### src/rtl/Tipos.sv
// Shared lock types: entered-password packet, setup packet, controller state
// encoding and the "empty password" constant.
package Tipos;

    // Eight BCD digits; unused nibbles are 4'hF.
    typedef logic [31:0] senhaPac_t;

    localparam senhaPac_t SENHA_VAZIA = 32'hFFFF_FFFF;

    typedef struct packed {
        logic       bip_status;
        logic [5:0] bip_time;
        logic [5:0] tranca_aut_time;
        senhaPac_t  master;
        senhaPac_t  senha_1;
        senhaPac_t  senha_2;
        senhaPac_t  senha_3;
        senhaPac_t  senha_4;
    } setupPac_t;

    typedef enum logic [2:0] {
        TRANCADA,
        DESTRANCADA,
        PORTA_ABERTA,
        BLOQUEIO,
        SETUP
    } ctrlEstado_t;

endpackage

### src/rtl/fechadura_ctrl_pkg.sv
// Controller helpers: reset configuration, password match and time-field
// normalisation.
package fechadura_ctrl_pkg;
    import Tipos::*;

    localparam setupPac_t CFG_RESET = '{
        bip_status:      1'b1,
        bip_time:        6'd5,
        tranca_aut_time: 6'd5,
        master:          32'hFFFF_1234,
        senha_1:         SENHA_VAZIA,
        senha_2:         SENHA_VAZIA,
        senha_3:         SENHA_VAZIA,
        senha_4:         SENHA_VAZIA
    };

    // A zero-second setting would never expire; treat it as one second.
    function automatic logic [5:0] seg_efetivo(input logic [5:0] t);
        return (t == 6'd0) ? 6'd1 : t;
    endfunction

    // True on the last cycle of the alvo-th second spent in the state.
    function automatic logic expirou(input logic tick, input logic [5:0] seg,
                                     input logic [5:0] alvo);
        return tick && (seg == (seg_efetivo(alvo) - 6'd1));
    endfunction

    // An all-F slot is disabled.
    function automatic logic slot_confere(input senhaPac_t entrada, input senhaPac_t slot);
        return (slot != SENHA_VAZIA) && (entrada == slot);
    endfunction

    function automatic logic senha_confere(input senhaPac_t entrada, input setupPac_t cfg);
        if (entrada == SENHA_VAZIA)
            return 1'b0;
        return slot_confere(entrada, cfg.master)  ||
               slot_confere(entrada, cfg.senha_1) ||
               slot_confere(entrada, cfg.senha_2) ||
               slot_confere(entrada, cfg.senha_3) ||
               slot_confere(entrada, cfg.senha_4);
    endfunction

endpackage

### src/rtl/fechadura_ctrl_if.sv
// Signal bundle between the lock controller and keypad/setup/bolt drivers.
interface fechadura_ctrl_if;
    import Tipos::*;

    senhaPac_t digitos_value;
    logic      digitos_valid;
    logic      cmd_setup;
    logic      botao_interno;
    logic      sensor_porta;
    setupPac_t data_setup_new;
    logic      data_setup_ok;
    logic      setup_on;
    logic      tranca;
    logic      bip;
    logic      senha_ok;
    logic      senha_erro;
    logic      bloqueado;

    modport master (
        output digitos_value, digitos_valid, cmd_setup, botao_interno,
               sensor_porta, data_setup_new, data_setup_ok,
        input  setup_on, tranca, bip, senha_ok, senha_erro, bloqueado
    );

    modport slave (
        input  digitos_value, digitos_valid, cmd_setup, botao_interno,
               sensor_porta, data_setup_new, data_setup_ok,
        output setup_on, tranca, bip, senha_ok, senha_erro, bloqueado
    );

endinterface

### src/rtl/fechadura_ctrl_temporizador_seg.sv
// Prescaler plus saturating 6-bit seconds counter. clr restarts both;
// tick marks the last cycle of each second.
module temporizador_seg #(
    parameter int TICK_CICLOS = 50_000_000
) (
    input  logic       clk,
    input  logic       rst,
    input  logic       clr,
    output logic [5:0] seg,
    output logic       tick
);

    localparam int            PW        = (TICK_CICLOS > 1) ? $clog2(TICK_CICLOS) : 1;
    localparam logic [PW-1:0] PRESC_MAX = PW'(TICK_CICLOS - 1);

    logic [PW-1:0] presc_q, presc_d;
    logic [5:0]    seg_q, seg_d;

    assign tick = (presc_q == PRESC_MAX);
    assign seg  = seg_q;

    // Next prescaler / seconds value; seconds hold at 63 instead of wrapping.
    always_comb begin
        presc_d = presc_q;
        seg_d   = seg_q;
        if (clr) begin
            presc_d = '0;
            seg_d   = '0;
        end else if (tick) begin
            presc_d = '0;
            if (seg_q != 6'd63)
                seg_d = seg_q + 6'd1;
        end else begin
            presc_d = presc_q + 1'b1;
        end
    end

    // Counter registers.
    always_ff @(posedge clk or negedge rst) begin
        if (!rst) begin
            presc_q <= '0;
            seg_q   <= '0;
        end else begin
            presc_q <= presc_d;
            seg_q   <= seg_d;
        end
    end

endmodule

### src/rtl/fechadura_ctrl.sv
// Electronic lock main controller: bolt sequencing, password check,
// lockout after repeated errors and hand-over to the setup block.
// Optional lockout feature: FECHADURA_BLOQUEIO_EN (error counter, BLOQUEIO
// state and bloqueado output); when undefined wrong entries only pulse
// senha_erro and bloqueado stays 0.
module fechadura_ctrl
    import Tipos::*, fechadura_ctrl_pkg::*;
#(
    parameter int TICK_CICLOS = 50_000_000,
    parameter int MAX_ERROS   = 3,
    parameter int BLOQUEIO_S  = 30
) (
    input  logic              clk,
    input  logic              rst,
    fechadura_ctrl_if.slave   bus
);

    ctrlEstado_t estado_q, estado_d;
    setupPac_t   cfg_q, cfg_d;
    logic        tranca_q, tranca_d;
    logic        setup_on_q, setup_on_d;
    logic        bip_q, bip_d;
    logic        senha_ok_q, senha_ok_d;
    logic        senha_erro_q, senha_erro_d;
    logic        confere;
    logic        clr;
    logic [5:0]  seg;
    logic        tick;

`ifdef FECHADURA_BLOQUEIO_EN
    localparam int               ERR_W    = $clog2(MAX_ERROS + 1);
    localparam logic [ERR_W-1:0] ERR_MAX  = ERR_W'(MAX_ERROS);
    localparam logic [5:0]       BLOQ_SEG = 6'(BLOQUEIO_S);

    logic [ERR_W-1:0] erros_q, erros_d, erros_inc;
    logic             bloqueado_q, bloqueado_d;

    assign erros_inc = (erros_q >= ERR_MAX) ? ERR_MAX : erros_q + 1'b1;
`endif

    assign confere = senha_confere(bus.digitos_value, cfg_q);

    // Any state change restarts the prescaler and second counter.
    assign clr = (estado_d != estado_q);

    temporizador_seg #(.TICK_CICLOS(TICK_CICLOS)) u_temporizador (
        .clk  (clk),
        .rst  (rst),
        .clr  (clr),
        .seg  (seg),
        .tick (tick)
    );

    // Next state, pulses, shadow configuration and registered output values.
    always_comb begin
        estado_d     = estado_q;
        senha_ok_d   = 1'b0;
        senha_erro_d = 1'b0;
        cfg_d        = bus.data_setup_ok ? bus.data_setup_new : cfg_q;
`ifdef FECHADURA_BLOQUEIO_EN
        erros_d      = erros_q;
`endif
        case (estado_q)
            TRANCADA: begin
                if (bus.botao_interno) begin
                    estado_d = DESTRANCADA;
                end else if (bus.cmd_setup) begin
                    estado_d = SETUP;
                end else if (bus.digitos_valid) begin
                    if (confere) begin
                        estado_d   = DESTRANCADA;
                        senha_ok_d = 1'b1;
`ifdef FECHADURA_BLOQUEIO_EN
                        erros_d    = '0;
`endif
                    end else begin
                        senha_erro_d = 1'b1;
`ifdef FECHADURA_BLOQUEIO_EN
                        erros_d = erros_inc;
                        if (erros_inc == ERR_MAX)
                            estado_d = BLOQUEIO;
`endif
                    end
                end
            end
            DESTRANCADA: begin
                if (bus.sensor_porta)
                    estado_d = PORTA_ABERTA;
                else if (expirou(tick, seg, cfg_q.tranca_aut_time))
                    estado_d = TRANCADA;
            end
            PORTA_ABERTA: begin
                if (!bus.sensor_porta)
                    estado_d = DESTRANCADA;
            end
`ifdef FECHADURA_BLOQUEIO_EN
            BLOQUEIO: begin
                if (bus.botao_interno) begin
                    estado_d = DESTRANCADA;
                    erros_d  = '0;
                end else if (expirou(tick, seg, BLOQ_SEG)) begin
                    estado_d = TRANCADA;
                    erros_d  = '0;
                end
            end
`endif
            SETUP: begin
                if (bus.data_setup_ok)
                    estado_d = TRANCADA;
            end
            default: estado_d = TRANCADA;
        endcase

        tranca_d   = !((estado_d == DESTRANCADA) || (estado_d == PORTA_ABERTA));
        setup_on_d = (estado_d == SETUP);
        // Buzzer rises on the edge where the open time reaches bip_time.
        bip_d      = (estado_q == PORTA_ABERTA) && (estado_d == PORTA_ABERTA) &&
                     cfg_q.bip_status &&
                     ((seg >= seg_efetivo(cfg_q.bip_time)) ||
                      expirou(tick, seg, cfg_q.bip_time));
`ifdef FECHADURA_BLOQUEIO_EN
        bloqueado_d = (estado_d == BLOQUEIO);
`endif
    end

    // State, configuration and output registers.
    always_ff @(posedge clk or negedge rst) begin
        if (!rst) begin
            estado_q     <= TRANCADA;
            cfg_q        <= CFG_RESET;
            tranca_q     <= 1'b1;
            setup_on_q   <= 1'b0;
            bip_q        <= 1'b0;
            senha_ok_q   <= 1'b0;
            senha_erro_q <= 1'b0;
        end else begin
            estado_q     <= estado_d;
            cfg_q        <= cfg_d;
            tranca_q     <= tranca_d;
            setup_on_q   <= setup_on_d;
            bip_q        <= bip_d;
            senha_ok_q   <= senha_ok_d;
            senha_erro_q <= senha_erro_d;
        end
    end

`ifdef FECHADURA_BLOQUEIO_EN
    // Error counter and lockout flag.
    always_ff @(posedge clk or negedge rst) begin
        if (!rst) begin
            erros_q     <= '0;
            bloqueado_q <= 1'b0;
        end else begin
            erros_q     <= erros_d;
            bloqueado_q <= bloqueado_d;
        end
    end

    assign bus.bloqueado = bloqueado_q;
`else
    assign bus.bloqueado = 1'b0;
`endif

    assign bus.tranca     = tranca_q;
    assign bus.setup_on   = setup_on_q;
    assign bus.bip        = bip_q;
    assign bus.senha_ok   = senha_ok_q;
    assign bus.senha_erro = senha_erro_q;

endmodule

### src/flat_wrapper.sv
// flat-port wrapper written by rule: the top's interface ports become plain ports
module fechadura_ctrl_flat import Tipos::*, fechadura_ctrl_pkg::*;
#(
    parameter int TICK_CICLOS = 50_000_000,
    parameter int MAX_ERROS   = 3,
    parameter int BLOQUEIO_S  = 30
)
  (clk, rst, bus_digitos_value, bus_digitos_valid, bus_cmd_setup, bus_botao_interno, bus_sensor_porta, bus_data_setup_new, bus_data_setup_ok, bus_setup_on, bus_tranca, bus_bip, bus_senha_ok, bus_senha_erro, bus_bloqueado);
  fechadura_ctrl_if bus_i ();
  input  logic clk;
  input  logic rst;
  input wire logic [$bits(bus_i.digitos_value)-1:0] bus_digitos_value;
  input wire logic [$bits(bus_i.digitos_valid)-1:0] bus_digitos_valid;
  input wire logic [$bits(bus_i.cmd_setup)-1:0] bus_cmd_setup;
  input wire logic [$bits(bus_i.botao_interno)-1:0] bus_botao_interno;
  input wire logic [$bits(bus_i.sensor_porta)-1:0] bus_sensor_porta;
  input wire logic [$bits(bus_i.data_setup_new)-1:0] bus_data_setup_new;
  input wire logic [$bits(bus_i.data_setup_ok)-1:0] bus_data_setup_ok;
  output wire logic [$bits(bus_i.setup_on)-1:0] bus_setup_on;
  output wire logic [$bits(bus_i.tranca)-1:0] bus_tranca;
  output wire logic [$bits(bus_i.bip)-1:0] bus_bip;
  output wire logic [$bits(bus_i.senha_ok)-1:0] bus_senha_ok;
  output wire logic [$bits(bus_i.senha_erro)-1:0] bus_senha_erro;
  output wire logic [$bits(bus_i.bloqueado)-1:0] bus_bloqueado;
  assign bus_i.digitos_value = bus_digitos_value;
  assign bus_i.digitos_valid = bus_digitos_valid;
  assign bus_i.cmd_setup = bus_cmd_setup;
  assign bus_i.botao_interno = bus_botao_interno;
  assign bus_i.sensor_porta = bus_sensor_porta;
  assign bus_i.data_setup_new = bus_data_setup_new;
  assign bus_i.data_setup_ok = bus_data_setup_ok;
  assign bus_setup_on = bus_i.setup_on;
  assign bus_tranca = bus_i.tranca;
  assign bus_bip = bus_i.bip;
  assign bus_senha_ok = bus_i.senha_ok;
  assign bus_senha_erro = bus_i.senha_erro;
  assign bus_bloqueado = bus_i.bloqueado;
  fechadura_ctrl #(.TICK_CICLOS(TICK_CICLOS), .MAX_ERROS(MAX_ERROS), .BLOQUEIO_S(BLOQUEIO_S)) u_core (.clk(clk), .rst(rst), .bus(bus_i));
endmodule
### config.mk
export PLATFORM = sky130hd
export DESIGN_NAME = fechadura_ctrl_flat
export DESIGN_NICKNAME = d
export VERILOG_FILES = /design/src/rtl/Tipos.sv /design/src/rtl/fechadura_ctrl_pkg.sv /design/src/rtl/fechadura_ctrl_if.sv /design/src/rtl/fechadura_ctrl_temporizador_seg.sv /design/src/rtl/fechadura_ctrl.sv /design/src/flat_wrapper.sv
export SDC_FILE = /design/constraint.sdc
export NUM_CORES = 1
export LEC_CHECK = 0
export CAP_MARGIN = 20
export CORE_UTILIZATION = 57
export CTS_CLUSTER_DIAMETER = 50
export DETAILED_ROUTE_END_ITERATION = 8
export HOLD_SLACK_MARGIN = 0.15
export PLACE_DENSITY_LB_ADDON = 0.25
export SLEW_MARGIN = 15
export SYNTH_ARGS = -nofsm -noshare
export SYNTH_HDL_FRONTEND = slang
export SYNTH_HIERARCHICAL = 1
export SYNTH_SLANG_ARGS = --single-unit
### constraint.sdc
create_clock -name clk -period 9.58 [get_ports clk]
set_input_delay 2.395 -clock clk [delete_from_list [all_inputs] [get_ports clk]]
set_output_delay 2.395 -clock clk [all_outputs]
set_load 0.01 [all_outputs]
==> impl_metrics.yaml <==
detailed_routing:
  avgViaCountPerCell: 6.06
  ant_nets: 0
  wl_per_cell_um: 22.1
  wl_mm: 32.0
  drc_errors: 0
  drt_iter0_drc: 729
  dr.pass1.iters: 5
  vias: 8778
clocking:
  clkTransAtPathRegs_ns: 0.06
  hold_buffers: 0
  post_cts_buffers: 0
  cts_resized: 0
  cts_max_path_buffers: 3
  cts_root_buffer: "clkbuf_16"
  clock_latency_ns: 0.53
  clock_sinks: 213
  cts_tree: "done"
  h-tree-depth: 1
  numCtsBuffers: 25
synth:
  synth_common_cells: "167 x mux2_2, 155 x dfstp_2, 123 x xor2_1"
  avgSynthCellArea_um2: 11.6
  yosysWarnings: 6
  synth_area_leader_cell: "dfstp_2"
  synth_top_area_frac: 0.358
  synth_flop_cell: "dfstp_2"
  synth-edff-count: 0
  synthMostInstantiatedCell: "mux2_2"
  synthesis.nets: 1204
  synth_cells: 982
  synthTopCellsByArea: "dfstp_2 36%, mux2_2 17%, dfrtp_1 13%"
  synth.distinct_cells: 55
  synth-async-reset-ratio: 1.00
  synth_seq_cells: 213
  syn_area_um2: 11400
  synth-seq-area-share: 0.485
layout:
  final_layout_size_suffix_gt1_frac: 0.318
  area_growth_pct: 27.0
  final_area_um2: 14500
  final_nets: 1385
global_routing:
  grt_first_pass_wirelength_mm: 48.1
  grt-ovfl-total: 0
  grt_max_degree: 132
  grt_use_total: 0.313
  antenna_found_initial: 1
  grt_pass1_vias: 8537
critical_path:
  path_class: "in2reg"
  cp.arrival_ns: 6.40
  cp-end-kind: "register"
  path_max_fanout: 25
  r2r-start: "u_core/cfg_q[163]"
  reg2reg_slack_ns: 5.59
  worstPathRequired_ns: 9.96
  reg2reg_depth: 12
  cp-start-kind: "primary input"
  startpoint: "bus_digitos_value[20]"
sta:
  period_minus_slack_ns: 6.03
  setup_viol: 0
  tns_ns: 0
  worst_slew_pin_slew_ns: 1.10
  fmax_mhz: 166
  rsz0062_at_grt: "no"
  skew_ns: 0.0258
  slew_violations: 0
  max_slew_margin: 0.268
  fin_crit_sh: 0.629
  finalHoldViolations: 0
floorplanning:
  die_h_um: 143
  rows: 51
  ios: 218
  core_area_um2: 19500
  die_w_um: 143
  start_util: 0.583
  dieArea_um2: 20500
pwr:
  powerDensity_nw_per_um2: 175
  peakVddDrop_v: 0.000153
  p_leak_nw: 5.48
worst_hold_path:
  min_from: "u_core/u_temporizador/presc_q[0]"
  hold_depth: 1
  min_path_type: "reg2reg"
place:
  dp_hpwl_mm: 23.0
  gp_congestion: 0.940
  port_buffers: 216
  place_area_um2: 13600
flow_run:
  drv_cap: 0
outcome:
  status: "finished clean"
==> state kept, by name (all words and copies together), names as in the netlist <==
register	cells
u_core/cfg_q	173
u_core/u_temporizador/presc_q	26
u_core/u_temporizador/seg	6
u_core/estado_q	3
u_core/bus.bip	1
u_core/bus.senha_erro	1
u_core/bus.senha_ok	1
u_core/bus.setup_on	1
u_core/bus.tranca	1
==> cell families after synthesis <==
kind of cell / after synthesis / share of synthesized area
AOI/OAI and AO/OA: 79 / 0.0455
xor gates and xnor gates: 182 / 0.140
adders and majority gates: 10 / 0.0110
buffers and inverters: 80 / 0.0278
DFF: 213 / 0.485
muxes: 169 / 0.167
other: 1 / 0.000329
and+or+nand+nor: 248 / 0.123
==> power by group <==
group	internal, mW	switching, mW
Clock	0.538	0.371
Sequential	1.04	0.114
Combinational	0.245	0.214
==> area by class of cell <==
type	count	area, µm²
antenna	1	2.50
clock buffer	34	699
clock inverter	12	93.8
fill	1397	5060
inverter	15	56.3
multi-input combinational	689	5550
sequential	213	5520
tap	265	332
timing repair buffer	219	2210
==> placed cells by master, fill, tap and decap left out, drive strengths merged, types with 20 or more instances in the layout <==
cell type      synthesis  routed
clkbuf                56      35
nand2                 24      24
clkdlybuf4s50          0     214
nor4                  44      44
dfrtp                 58      58
xnor2                 59      59
xor2                 123     123
dfstp                155     155
a21oi                 23      23
mux2                 167     167
o21ai                 20      20
nor2                  34      34
nand4                 72      72
==> metal layers <==
metal,track usage,share of wire,vias up
met3,0.0623,0.095,90
met5,0,0,-
met1,0.435,0.41,4283
li1,-,-,3901
met4,0.106,0.034,0
met2,0.491,0.46,504
==> worst paths after layout <==
path / to
hold reg to reg: u_core/u_temporizador/presc_q[0]
min in group asynchronous: u_core/u_temporizador/presc_q[8]
hold / removal: u_core/u_temporizador/presc_q[0]
setup / recovery: u_core/u_temporizador/presc_q[12]
max in group asynchronous: u_core/bus.senha_ok
setup reg to reg: u_core/u_temporizador/presc_q[12]
==> metrics by stage <==
| stage | instances | hold slack, ns | setup WS, ns | utilization | total power [mW] |
|---|---|---|---|---|---|
| CTS | 1446 | 0.487 | 3.72 | 0.739 | 2.53 |
| global route | 1448 | 0.507 | 3.33 | 0.741 | 2.63 |
| detailed placement | 1400 | 0.479 | 3.19 | 0.699 | 1.62 |
| global placement | 1400 | 0.470 | 3.27 | 0.699 | 1.60 |
| finish | 1448 | 0.488 | 3.55 | 0.741 | 2.53 |
| floorplan | 982 | 0.455 | 4.99 | - | 1.41 |
==> critical path, cell delays in order <==
cell,delay [ns]
clkdlybuf4s50_1,0.69
xor2_1,0.29
nor4_1,0.41
nand4_1,0.15
a211oi_1,0.58
a211o_1,0.26
o31ai_1,0.10
a21oi_1,0.73
a21o_1,0.66
nor2_1,0.13
Note: power is estimated with default switching activity, not from simulation.
